`config.mk`:
```
export PLATFORM = sky130hd
export DESIGN_NAME = id_ex_stage_flat
export DESIGN_NICKNAME = d
export VERILOG_FILES = /design/src/rtl/mips_pkg.sv /design/src/rtl/id_ex_stage_if.sv /design/src/rtl/lu_detect.sv /design/src/rtl/id_ex_stage.sv /design/src/flat_wrapper.sv
export SDC_FILE = /design/constraint.sdc
export NUM_CORES = 1
export LEC_CHECK = 0
export CAP_MARGIN = 10
export CORE_MARGIN = 2
export CORE_UTILIZATION = 41
export CTS_CLUSTER_SIZE = 28
export DETAILED_ROUTE_END_ITERATION = 6
export PLACE_DENSITY = 0.81
export RECOVER_POWER = 50
export SETUP_SLACK_MARGIN = 0.3
export SLEW_MARGIN = 20
export SYNTH_ARGS = -nofsm -noshare
export SYNTH_HDL_FRONTEND = slang
export SYNTH_SLANG_ARGS = --single-unit
```
`constraint.sdc`:
```
create_clock -name clk -period 3 [get_ports clk]
set_clock_uncertainty 0.1 [all_clocks]
set_input_delay 0.3 -clock clk [delete_from_list [all_inputs] [get_ports clk]]
set_output_delay 0.3 -clock clk [all_outputs]
set_load 0.02 [all_outputs]
```
`src/rtl/mips_pkg.sv`:
```
// rtl/mips_pkg.sv - shared MIPS opcode constants, EX control bundle and load classifier
package mips_pkg;

   localparam logic [5:0] OP_LW    = 6'b100011;
   localparam logic [5:0] OP_LB    = 6'b100000;
   localparam logic [5:0] OP_LBU   = 6'b100100;
   localparam logic [5:0] OP_SW    = 6'b101011;
   localparam logic [5:0] OP_SB    = 6'b101000;
   localparam logic [5:0] OP_ADDIU = 6'b001001;
   localparam logic [5:0] OP_LUI   = 6'b001111;

   // The five registered control bits; a bubble is simply all-zero.
   typedef struct packed {
      logic valid;
      logic regwr;
      logic alusrc;
      logic memwr;
      logic memtoreg;
   } ex_ctrl_t;

   typedef enum logic {
      ST_RUN    = 1'b0,
      ST_BUBBLE = 1'b1
   } lu_state_t;

   function automatic logic is_load(input logic [5:0] op);
      return (op == OP_LW) || (op == OP_LB) || (op == OP_LBU);
   endfunction

endpackage

```
`src/rtl/id_ex_stage_if.sv`:
```
// rtl/id_ex_stage_if.sv - ID->EX bundle: decoded ID fields in, registered EX fields and stall controls out
interface id_ex_if #(
   parameter int DW = 32,
   parameter int RW = 5
);
   logic          id_valid;
   logic [5:0]    id_op;
   logic [RW-1:0] id_rs, id_rt, id_rd;
   logic          id_rt_used;
   logic          id_regwr, id_regdst, id_alusrc, id_memwr, id_memtoreg;
   logic [DW-1:0] id_busA, id_busB, id_imm32, id_pc;
   logic          br_flush;
   logic          mem_busy;

   logic          ex_valid, ex_regwr, ex_alusrc, ex_memwr, ex_memtoreg;
   logic [5:0]    ex_op;
   logic [RW-1:0] ex_rs, ex_rt, ex_dst;
   logic [DW-1:0] ex_busA, ex_busB, ex_imm32, ex_pc;
   logic          ifid_hold;
   logic          lu_stall;

   modport master (
      output id_valid, id_op, id_rs, id_rt, id_rd, id_rt_used,
             id_regwr, id_regdst, id_alusrc, id_memwr, id_memtoreg,
             id_busA, id_busB, id_imm32, id_pc, br_flush, mem_busy,
      input  ex_valid, ex_regwr, ex_alusrc, ex_memwr, ex_memtoreg, ex_op,
             ex_rs, ex_rt, ex_dst, ex_busA, ex_busB, ex_imm32, ex_pc,
             ifid_hold, lu_stall
   );

   modport slave (
      input  id_valid, id_op, id_rs, id_rt, id_rd, id_rt_used,
             id_regwr, id_regdst, id_alusrc, id_memwr, id_memtoreg,
             id_busA, id_busB, id_imm32, id_pc, br_flush, mem_busy,
      output ex_valid, ex_regwr, ex_alusrc, ex_memwr, ex_memtoreg, ex_op,
             ex_rs, ex_rt, ex_dst, ex_busA, ex_busB, ex_imm32, ex_pc,
             ifid_hold, lu_stall
   );
endinterface

```
`src/rtl/lu_detect.sv`:
```
// rtl/lu_detect.sv - combinational load-use compare between the load in EX and the sources read in ID
module lu_detect
   import mips_pkg::*;
#(
   parameter int RW = 5
) (
   input  logic          ex_valid,
   input  logic          ex_regwr,
   input  logic          ex_memtoreg,
   input  logic [5:0]    ex_op,
   input  logic [RW-1:0] ex_dst,
   input  logic          id_valid,
   input  logic [RW-1:0] id_rs,
   input  logic [RW-1:0] id_rt,
   input  logic          id_rt_used,
   output logic          hz
);
   logic src_match;

   assign src_match = (ex_dst == id_rs) || (id_rt_used && (ex_dst == id_rt));

   // $0 is hardwired, so a load targeting it can never feed a consumer.
   assign hz = ex_valid && ex_regwr && ex_memtoreg && is_load(ex_op) &&
               (ex_dst != '0) && id_valid && src_match;
endmodule

```
`src/rtl/id_ex_stage.sv`:
```
// rtl/id_ex_stage.sv - ID->EX pipeline register with load-use stall FSM, flush and memory-wait hold
// Optional HAZARD_STATS_EN adds stall_cnt/flush_cnt ports.
module id_ex_stage
   import mips_pkg::*;
#(
   parameter int DW = 32,
   parameter int RW = 5
) (
   input  logic        clk,
   input  logic        rst_n,
   id_ex_if.slave      bus
`ifdef HAZARD_STATS_EN
   ,
   output logic [31:0] stall_cnt,
   output logic [31:0] flush_cnt
`endif
);
   lu_state_t     state;
   logic          lu_stall_q;
   ex_ctrl_t      ex_ctrl, id_ctrl;
   logic [5:0]    ex_op_q;
   logic [RW-1:0] ex_rs_q, ex_rt_q, ex_dst_q;
   logic [DW-1:0] ex_busA_q, ex_busB_q, ex_imm32_q, ex_pc_q;
   logic          hz;
   logic          take_stall;

   lu_detect #(.RW(RW)) u_lu_detect (
      .ex_valid    (ex_ctrl.valid),
      .ex_regwr    (ex_ctrl.regwr),
      .ex_memtoreg (ex_ctrl.memtoreg),
      .ex_op       (ex_op_q),
      .ex_dst      (ex_dst_q),
      .id_valid    (bus.id_valid),
      .id_rs       (bus.id_rs),
      .id_rt       (bus.id_rt),
      .id_rt_used  (bus.id_rt_used),
      .hz          (hz)
   );

   // An invalid ID slot enters EX as a bubble so stray controls never commit.
   assign id_ctrl.valid    = bus.id_valid;
   assign id_ctrl.regwr    = bus.id_valid & bus.id_regwr;
   assign id_ctrl.alusrc   = bus.id_valid & bus.id_alusrc;
   assign id_ctrl.memwr    = bus.id_valid & bus.id_memwr;
   assign id_ctrl.memtoreg = bus.id_valid & bus.id_memtoreg;

   assign take_stall = (state == ST_RUN) && hz && !bus.br_flush && !bus.mem_busy;

   always_ff @(posedge clk or negedge rst_n) begin
      if (!rst_n) begin
         state      <= ST_RUN;
         lu_stall_q <= 1'b0;
         ex_ctrl    <= '0;
         ex_op_q    <= '0;
         ex_rs_q    <= '0;
         ex_rt_q    <= '0;
         ex_dst_q   <= '0;
         ex_busA_q  <= '0;
         ex_busB_q  <= '0;
         ex_imm32_q <= '0;
         ex_pc_q    <= '0;
      end else if (bus.br_flush) begin
         ex_ctrl    <= '0;
         state      <= ST_RUN;
         lu_stall_q <= 1'b0;
      end else if (!bus.mem_busy) begin
         if (take_stall) begin
            ex_ctrl    <= '0;
            state      <= ST_BUBBLE;
            lu_stall_q <= 1'b1;
         end else begin
            // BUBBLE always falls through here: the load has moved on to MEM.
            ex_ctrl    <= id_ctrl;
            ex_op_q    <= bus.id_op;
            ex_rs_q    <= bus.id_rs;
            ex_rt_q    <= bus.id_rt;
            ex_dst_q   <= bus.id_regdst ? bus.id_rd : bus.id_rt;
            ex_busA_q  <= bus.id_busA;
            ex_busB_q  <= bus.id_busB;
            ex_imm32_q <= bus.id_imm32;
            ex_pc_q    <= bus.id_pc;
            state      <= ST_RUN;
            lu_stall_q <= 1'b0;
         end
      end
   end

`ifdef HAZARD_STATS_EN
   always_ff @(posedge clk or negedge rst_n) begin
      if (!rst_n) begin
         stall_cnt <= '0;
         flush_cnt <= '0;
      end else begin
         if (bus.br_flush) flush_cnt <= flush_cnt + 32'd1;
         if (take_stall)   stall_cnt <= stall_cnt + 32'd1;
      end
   end
`endif

   assign bus.ifid_hold   = bus.mem_busy | ((state == ST_RUN) & hz & ~bus.br_flush);
   assign bus.lu_stall    = lu_stall_q;
   assign bus.ex_valid    = ex_ctrl.valid;
   assign bus.ex_regwr    = ex_ctrl.regwr;
   assign bus.ex_alusrc   = ex_ctrl.alusrc;
   assign bus.ex_memwr    = ex_ctrl.memwr;
   assign bus.ex_memtoreg = ex_ctrl.memtoreg;
   assign bus.ex_op       = ex_op_q;
   assign bus.ex_rs       = ex_rs_q;
   assign bus.ex_rt       = ex_rt_q;
   assign bus.ex_dst      = ex_dst_q;
   assign bus.ex_busA     = ex_busA_q;
   assign bus.ex_busB     = ex_busB_q;
   assign bus.ex_imm32    = ex_imm32_q;
   assign bus.ex_pc       = ex_pc_q;
endmodule
```
`src/flat_wrapper.sv`:
```
// flat-port wrapper written by rule: the top's interface ports become plain ports
module id_ex_stage_flat import mips_pkg::*;
#(
   parameter int DW = 32,
   parameter int RW = 5
)
  (clk, rst_n, bus_id_valid, bus_id_op, bus_id_rs, bus_id_rt, bus_id_rd, bus_id_rt_used, bus_id_regwr, bus_id_regdst, bus_id_alusrc, bus_id_memwr, bus_id_memtoreg, bus_id_busA, bus_id_busB, bus_id_imm32, bus_id_pc, bus_br_flush, bus_mem_busy, bus_ex_valid, bus_ex_regwr, bus_ex_alusrc, bus_ex_memwr, bus_ex_memtoreg, bus_ex_op, bus_ex_rs, bus_ex_rt, bus_ex_dst, bus_ex_busA, bus_ex_busB, bus_ex_imm32, bus_ex_pc, bus_ifid_hold, bus_lu_stall);
  id_ex_if #(.DW(DW), .RW(RW)) bus_i ();
  input  logic clk;
  input  logic rst_n;
  input wire logic [$bits(bus_i.id_valid)-1:0] bus_id_valid;
  input wire logic [$bits(bus_i.id_op)-1:0] bus_id_op;
  input wire logic [$bits(bus_i.id_rs)-1:0] bus_id_rs;
  input wire logic [$bits(bus_i.id_rt)-1:0] bus_id_rt;
  input wire logic [$bits(bus_i.id_rd)-1:0] bus_id_rd;
  input wire logic [$bits(bus_i.id_rt_used)-1:0] bus_id_rt_used;
  input wire logic [$bits(bus_i.id_regwr)-1:0] bus_id_regwr;
  input wire logic [$bits(bus_i.id_regdst)-1:0] bus_id_regdst;
  input wire logic [$bits(bus_i.id_alusrc)-1:0] bus_id_alusrc;
  input wire logic [$bits(bus_i.id_memwr)-1:0] bus_id_memwr;
  input wire logic [$bits(bus_i.id_memtoreg)-1:0] bus_id_memtoreg;
  input wire logic [$bits(bus_i.id_busA)-1:0] bus_id_busA;
  input wire logic [$bits(bus_i.id_busB)-1:0] bus_id_busB;
  input wire logic [$bits(bus_i.id_imm32)-1:0] bus_id_imm32;
  input wire logic [$bits(bus_i.id_pc)-1:0] bus_id_pc;
  input wire logic [$bits(bus_i.br_flush)-1:0] bus_br_flush;
  input wire logic [$bits(bus_i.mem_busy)-1:0] bus_mem_busy;
  output wire logic [$bits(bus_i.ex_valid)-1:0] bus_ex_valid;
  output wire logic [$bits(bus_i.ex_regwr)-1:0] bus_ex_regwr;
  output wire logic [$bits(bus_i.ex_alusrc)-1:0] bus_ex_alusrc;
  output wire logic [$bits(bus_i.ex_memwr)-1:0] bus_ex_memwr;
  output wire logic [$bits(bus_i.ex_memtoreg)-1:0] bus_ex_memtoreg;
  output wire logic [$bits(bus_i.ex_op)-1:0] bus_ex_op;
  output wire logic [$bits(bus_i.ex_rs)-1:0] bus_ex_rs;
  output wire logic [$bits(bus_i.ex_rt)-1:0] bus_ex_rt;
  output wire logic [$bits(bus_i.ex_dst)-1:0] bus_ex_dst;
  output wire logic [$bits(bus_i.ex_busA)-1:0] bus_ex_busA;
  output wire logic [$bits(bus_i.ex_busB)-1:0] bus_ex_busB;
  output wire logic [$bits(bus_i.ex_imm32)-1:0] bus_ex_imm32;
  output wire logic [$bits(bus_i.ex_pc)-1:0] bus_ex_pc;
  output wire logic [$bits(bus_i.ifid_hold)-1:0] bus_ifid_hold;
  output wire logic [$bits(bus_i.lu_stall)-1:0] bus_lu_stall;
  assign bus_i.id_valid = bus_id_valid;
  assign bus_i.id_op = bus_id_op;
  assign bus_i.id_rs = bus_id_rs;
  assign bus_i.id_rt = bus_id_rt;
  assign bus_i.id_rd = bus_id_rd;
  assign bus_i.id_rt_used = bus_id_rt_used;
  assign bus_i.id_regwr = bus_id_regwr;
  assign bus_i.id_regdst = bus_id_regdst;
  assign bus_i.id_alusrc = bus_id_alusrc;
  assign bus_i.id_memwr = bus_id_memwr;
  assign bus_i.id_memtoreg = bus_id_memtoreg;
  assign bus_i.id_busA = bus_id_busA;
  assign bus_i.id_busB = bus_id_busB;
  assign bus_i.id_imm32 = bus_id_imm32;
  assign bus_i.id_pc = bus_id_pc;
  assign bus_i.br_flush = bus_br_flush;
  assign bus_i.mem_busy = bus_mem_busy;
  assign bus_ex_valid = bus_i.ex_valid;
  assign bus_ex_regwr = bus_i.ex_regwr;
  assign bus_ex_alusrc = bus_i.ex_alusrc;
  assign bus_ex_memwr = bus_i.ex_memwr;
  assign bus_ex_memtoreg = bus_i.ex_memtoreg;
  assign bus_ex_op = bus_i.ex_op;
  assign bus_ex_rs = bus_i.ex_rs;
  assign bus_ex_rt = bus_i.ex_rt;
  assign bus_ex_dst = bus_i.ex_dst;
  assign bus_ex_busA = bus_i.ex_busA;
  assign bus_ex_busB = bus_i.ex_busB;
  assign bus_ex_imm32 = bus_i.ex_imm32;
  assign bus_ex_pc = bus_i.ex_pc;
  assign bus_ifid_hold = bus_i.ifid_hold;
  assign bus_lu_stall = bus_i.lu_stall;
  id_ex_stage #(.DW(DW), .RW(RW)) u_core (.clk(clk), .rst_n(rst_n), .bus(bus_i));
endmodule
```
==> out/summary.log <==
qor: status.result_of_the_run finished with violations
qor: status.failed_checks max-capacitance violations, max-slew violations
qor: global_route.grt_pass1_wl 25.7 mm
qor: floorplan.io-pin-count 316
qor: synthesis.post-synth-top-area-cell dfrtp_1
qor: clock_network.num_clock_sinks 155
qor: sta.hold_violations 0
qor: sta.hold_slack 398 ps
qor: global_route.grt_start_max_net_pins 76
qor: routing.vias 4289
qor: global_route.gr-usage-met2 34.4%
qor: layout.antenna-diode-count 0
qor: setup_path.critPathMaxStageDelay 530 ps
qor: routing.detail-route-antenna-nets 0
qor: layout.drive_gt1_share 27.8%
qor: synthesis.syn_area_per_cell 18.0 um^2
qor: setup_path.endpoint_kind flop
qor: place.detailed_place_hpwl 12.6 mm
qor: place.routabilityCongestion 0.809
qor: routing.drt_iter0_drc 92
qor: floorplan.initial_standard_cell_utilization_of_the_core 41.6%
qor: pwr.vdd_ir_drop_max 0.390 mV
qor: synthesis.synth_top_flop_cell dfrtp_1
qor: layout.final_net_count 851
qor: sta.period_needed 2650 ps
qor: synthesis.synth_top_cells_by_area dfrtp_1, mux2_4, mux2_2, buf_8, xnor2_1
qor: sta.worst_pin_slew 1930 ps
qor: routing.detail_route.first_pass.iterations 4
qor: clock_network.numCtsBuffers 17
qor: setup_path.worstPathCellList or4_1, nor2_1, nor3b_2, buf_4, a21oi_4, buf_16, mux2_4
qor: synthesis.yosys-top-cells-count dfrtp_1, mux2_4, mux2_2
qor: floorplan.floorplan.die.height 130 um
qor: routing.detail_route.wl_per_cell 18.9 um
qor: layout.layout.filler_cells 1129
qor: synthesis.postSynth.asyncResetShare 100%
qor: sta.max_slew_margin -28.7%
qor: pwr.power_density 624 mW/mm^2
qor: synthesis.netlist-cell-type-count 25
qor: setup_path.crit_required 3190 ps
qor: synthesis.synthesis.nets 524
qor: setup_path.ff2ff_setup_slack 350 ps
qor: sta.setup_violations 0
qor: clock_network.h-tree-depth 4
qor: sta.slew_viol_final 75
qor: clock_network.cts_buffer_depth 2
qor: global_route.groute.layer.met1.usage 24.3%
qor: min_path.timing.hold.worst.class reg2reg
qor: global_route.top_usage_layer met2
qor: clock_network.worst_skew_pair.late_latency 410 ps
qor: sta.final_min_period_over_clock_period 88.4%
qor: synthesis.postSynthCellCount 364
qor: setup_path.critical-path-top-delay-family simple AND/OR/NAND/NOR gates
qor: synthesis.yosys.cell_count.top_type dfrtp_1
qor: clock_network.cts_tree built
qor: floorplan.die-area 0.0170 mm^2
qor: global_route.grt_overflow 0
qor: synthesis.synth-seq-cells 155
qor: synthesis.synth_edf_count 0
qor: setup_path.worstSetupPathType reg2reg
qor: routing.finalWirelength 17.4 mm
qor: routing.drt-vias-per-instance 4.66
qor: setup_path.start_kind flop
qor: sta.rsz0062_at_grt yes
qor: sta.setup_tns 0 ps
qor: job.max-cap-violations 1
qor: setup_path.critPathBufInv 2
qor: place.numPortBuffers 315
qor: sta.fmax 377 MHz
qor: floorplan.core-area 0.0158 mm^2
qor: setup_path.critPathArrivalTime 2840 ps
qor: synthesis.netlist.area_leader.share 59.2%
qor: routing.route.detailed.drc 0
qor: global_route.number_of_antenna_violations_at_the_first_check_in_global_routing 0
qor: floorplan.fp.dieW 130 um
qor: setup_path.crit_fanout 59
qor: synthesis.synth.yosys.seq_area_share 59.2%
qor: clock_network.root_buffer clkbuf_16
qor: layout.layout-area-overhead-vs-synth 60.0%
qor: synthesis.ys_warn_count 0
qor: setup_path.master_of_the_slowest_instance_on_the_critical_path or4_1
qor: global_route.first_global_vias 4631
qor: floorplan.rows 46
qor: global_route.grtUsageTotal 20.0%
qor: global_route.grt_use_met3 6.07%
qor: pwr.leakage 0.00454 uW
qor: clock_network.clkSlewWorstSetupHoldPaths 60 ps
qor: synthesis.post_synth_instance_area 0.00655 mm^2
==> per-layer routing <==
layer | vias to the layer above | routed length (um)
li1 | 1955 | -
met1 | 2131 | 6970
met2 | 182 | 8820
met3 | 21 | 1250
met4 | 0 | 306
met5 | - | 0
==> flip-flops by register name, indices dropped and copies added, names as in the netlist <==
name	count
u_core.bus.ex_alusrc	1
u_core.bus.ex_busA	32
u_core.bus.ex_busB	32
u_core.bus.ex_dst	5
u_core.bus.ex_imm32	32
u_core.bus.ex_memtoreg	1
u_core.bus.ex_memwr	1
u_core.bus.ex_op	6
u_core.bus.ex_pc	32
u_core.bus.ex_regwr	1
u_core.bus.ex_rs	5
u_core.bus.ex_rt	5
u_core.bus.ex_valid	1
u_core.bus.lu_stall	1
==> layout by cell type, fill, tap and decap left out, drive strengths merged, types with 4 or more instances in the layout <==
cell / instances
dfrtp: 155
buf: 7
mux2: 153
dlygate4sd3: 79
a32o: 4
clkdlybuf4s50: 235
clkbuf: 25
xnor2: 10
clkinv: 4
nand2: 4
==> report_power, final <==
group / switching (uW) / total, uW / internal, uW
sequential: 197 / 2590 / 2390
clock: 828 / 2120 / 1290
combinational: 774 / 1830 / 1050
total: 1800 / 6540 / 4740
==> final cells by class <==
cell class / instances / area [um^2] / area share, %
clock buffer: 23 / 478 / 4.56
multi-input combinational: 191 / 2470 / 23.5
clock inverter: 9 / 114 / 1.09
sequential: 155 / 3880 / 37.0
tap: 216 / 270 / 2.58
inverter: 2 / 7.51 / 0.0716
timing repair buffer: 324 / 3270 / 31.2
==> per-stage QoR <==
stage                     util (%)  cell area, um^2  instances  power, uW  worst slack (ps)
after detailed placement      62.6             9870        886       4520               332
after CTS                     66.5            10500        920       6680               352
after global routing          66.5            10500        920       6820               211
final                         66.5            10500        920       6540               349
after global placement        62.6             9870        886       4480               346
after floorplan                  -             6550        364       3520               755
==> repair_timing <==
item | 4_1_cts | 5_1_grt
pin swaps | 0 | 0
endpoints found under the setup margin | 1 | 76
hold buffers | 1 | 0
cloned | 0 | 0
resized for setup | 2 | 3
setup buffers | 1 | 0
endpoints found under the hold margin | 73 | 0
==> path summary, 6_finish.rpt <==
kind | startpoint | to | cells after the start
hold reg to reg | u_core.bus.ex_imm32[13] | u_core.bus.ex_imm32[13] | 1
setup reg to reg | u_core.bus.ex_dst[2] | u_core.bus.ex_pc[17] | 7
hold / removal | u_core.bus.ex_imm32[13] | u_core.bus.ex_imm32[13] | 1
max in group asynchronous | rst_n | u_core.bus.ex_pc[13] | 3
min in group asynchronous | rst_n | u_core.bus.ex_busA[11] | 2
setup / recovery | u_core.bus.ex_dst[2] | u_core.bus.ex_pc[17] | 7
==> worst register-to-register path, stage by stage, from the launching register on <==
cell	delay (ps)
dfrtp_1	470
or4_1	530
nor2_1	130
nor3b_2	70
buf_4	140
a21oi_4	290
buf_16	360
mux2_4	450
==> logic make-up after synthesis <==
logic type | Yosys count | share of synthesized area [%]
and+or+nand+nor | 17 | 1.51
muxes | 153 | 33.2
AOI/OAI and AO/OA | 11 | 1.51
buffers and inverters | 18 | 3.30
xor gates and xnor gates | 10 | 1.34
DFF | 155 | 59.2
No activity file was read; power rests on OpenSTA's default activity.
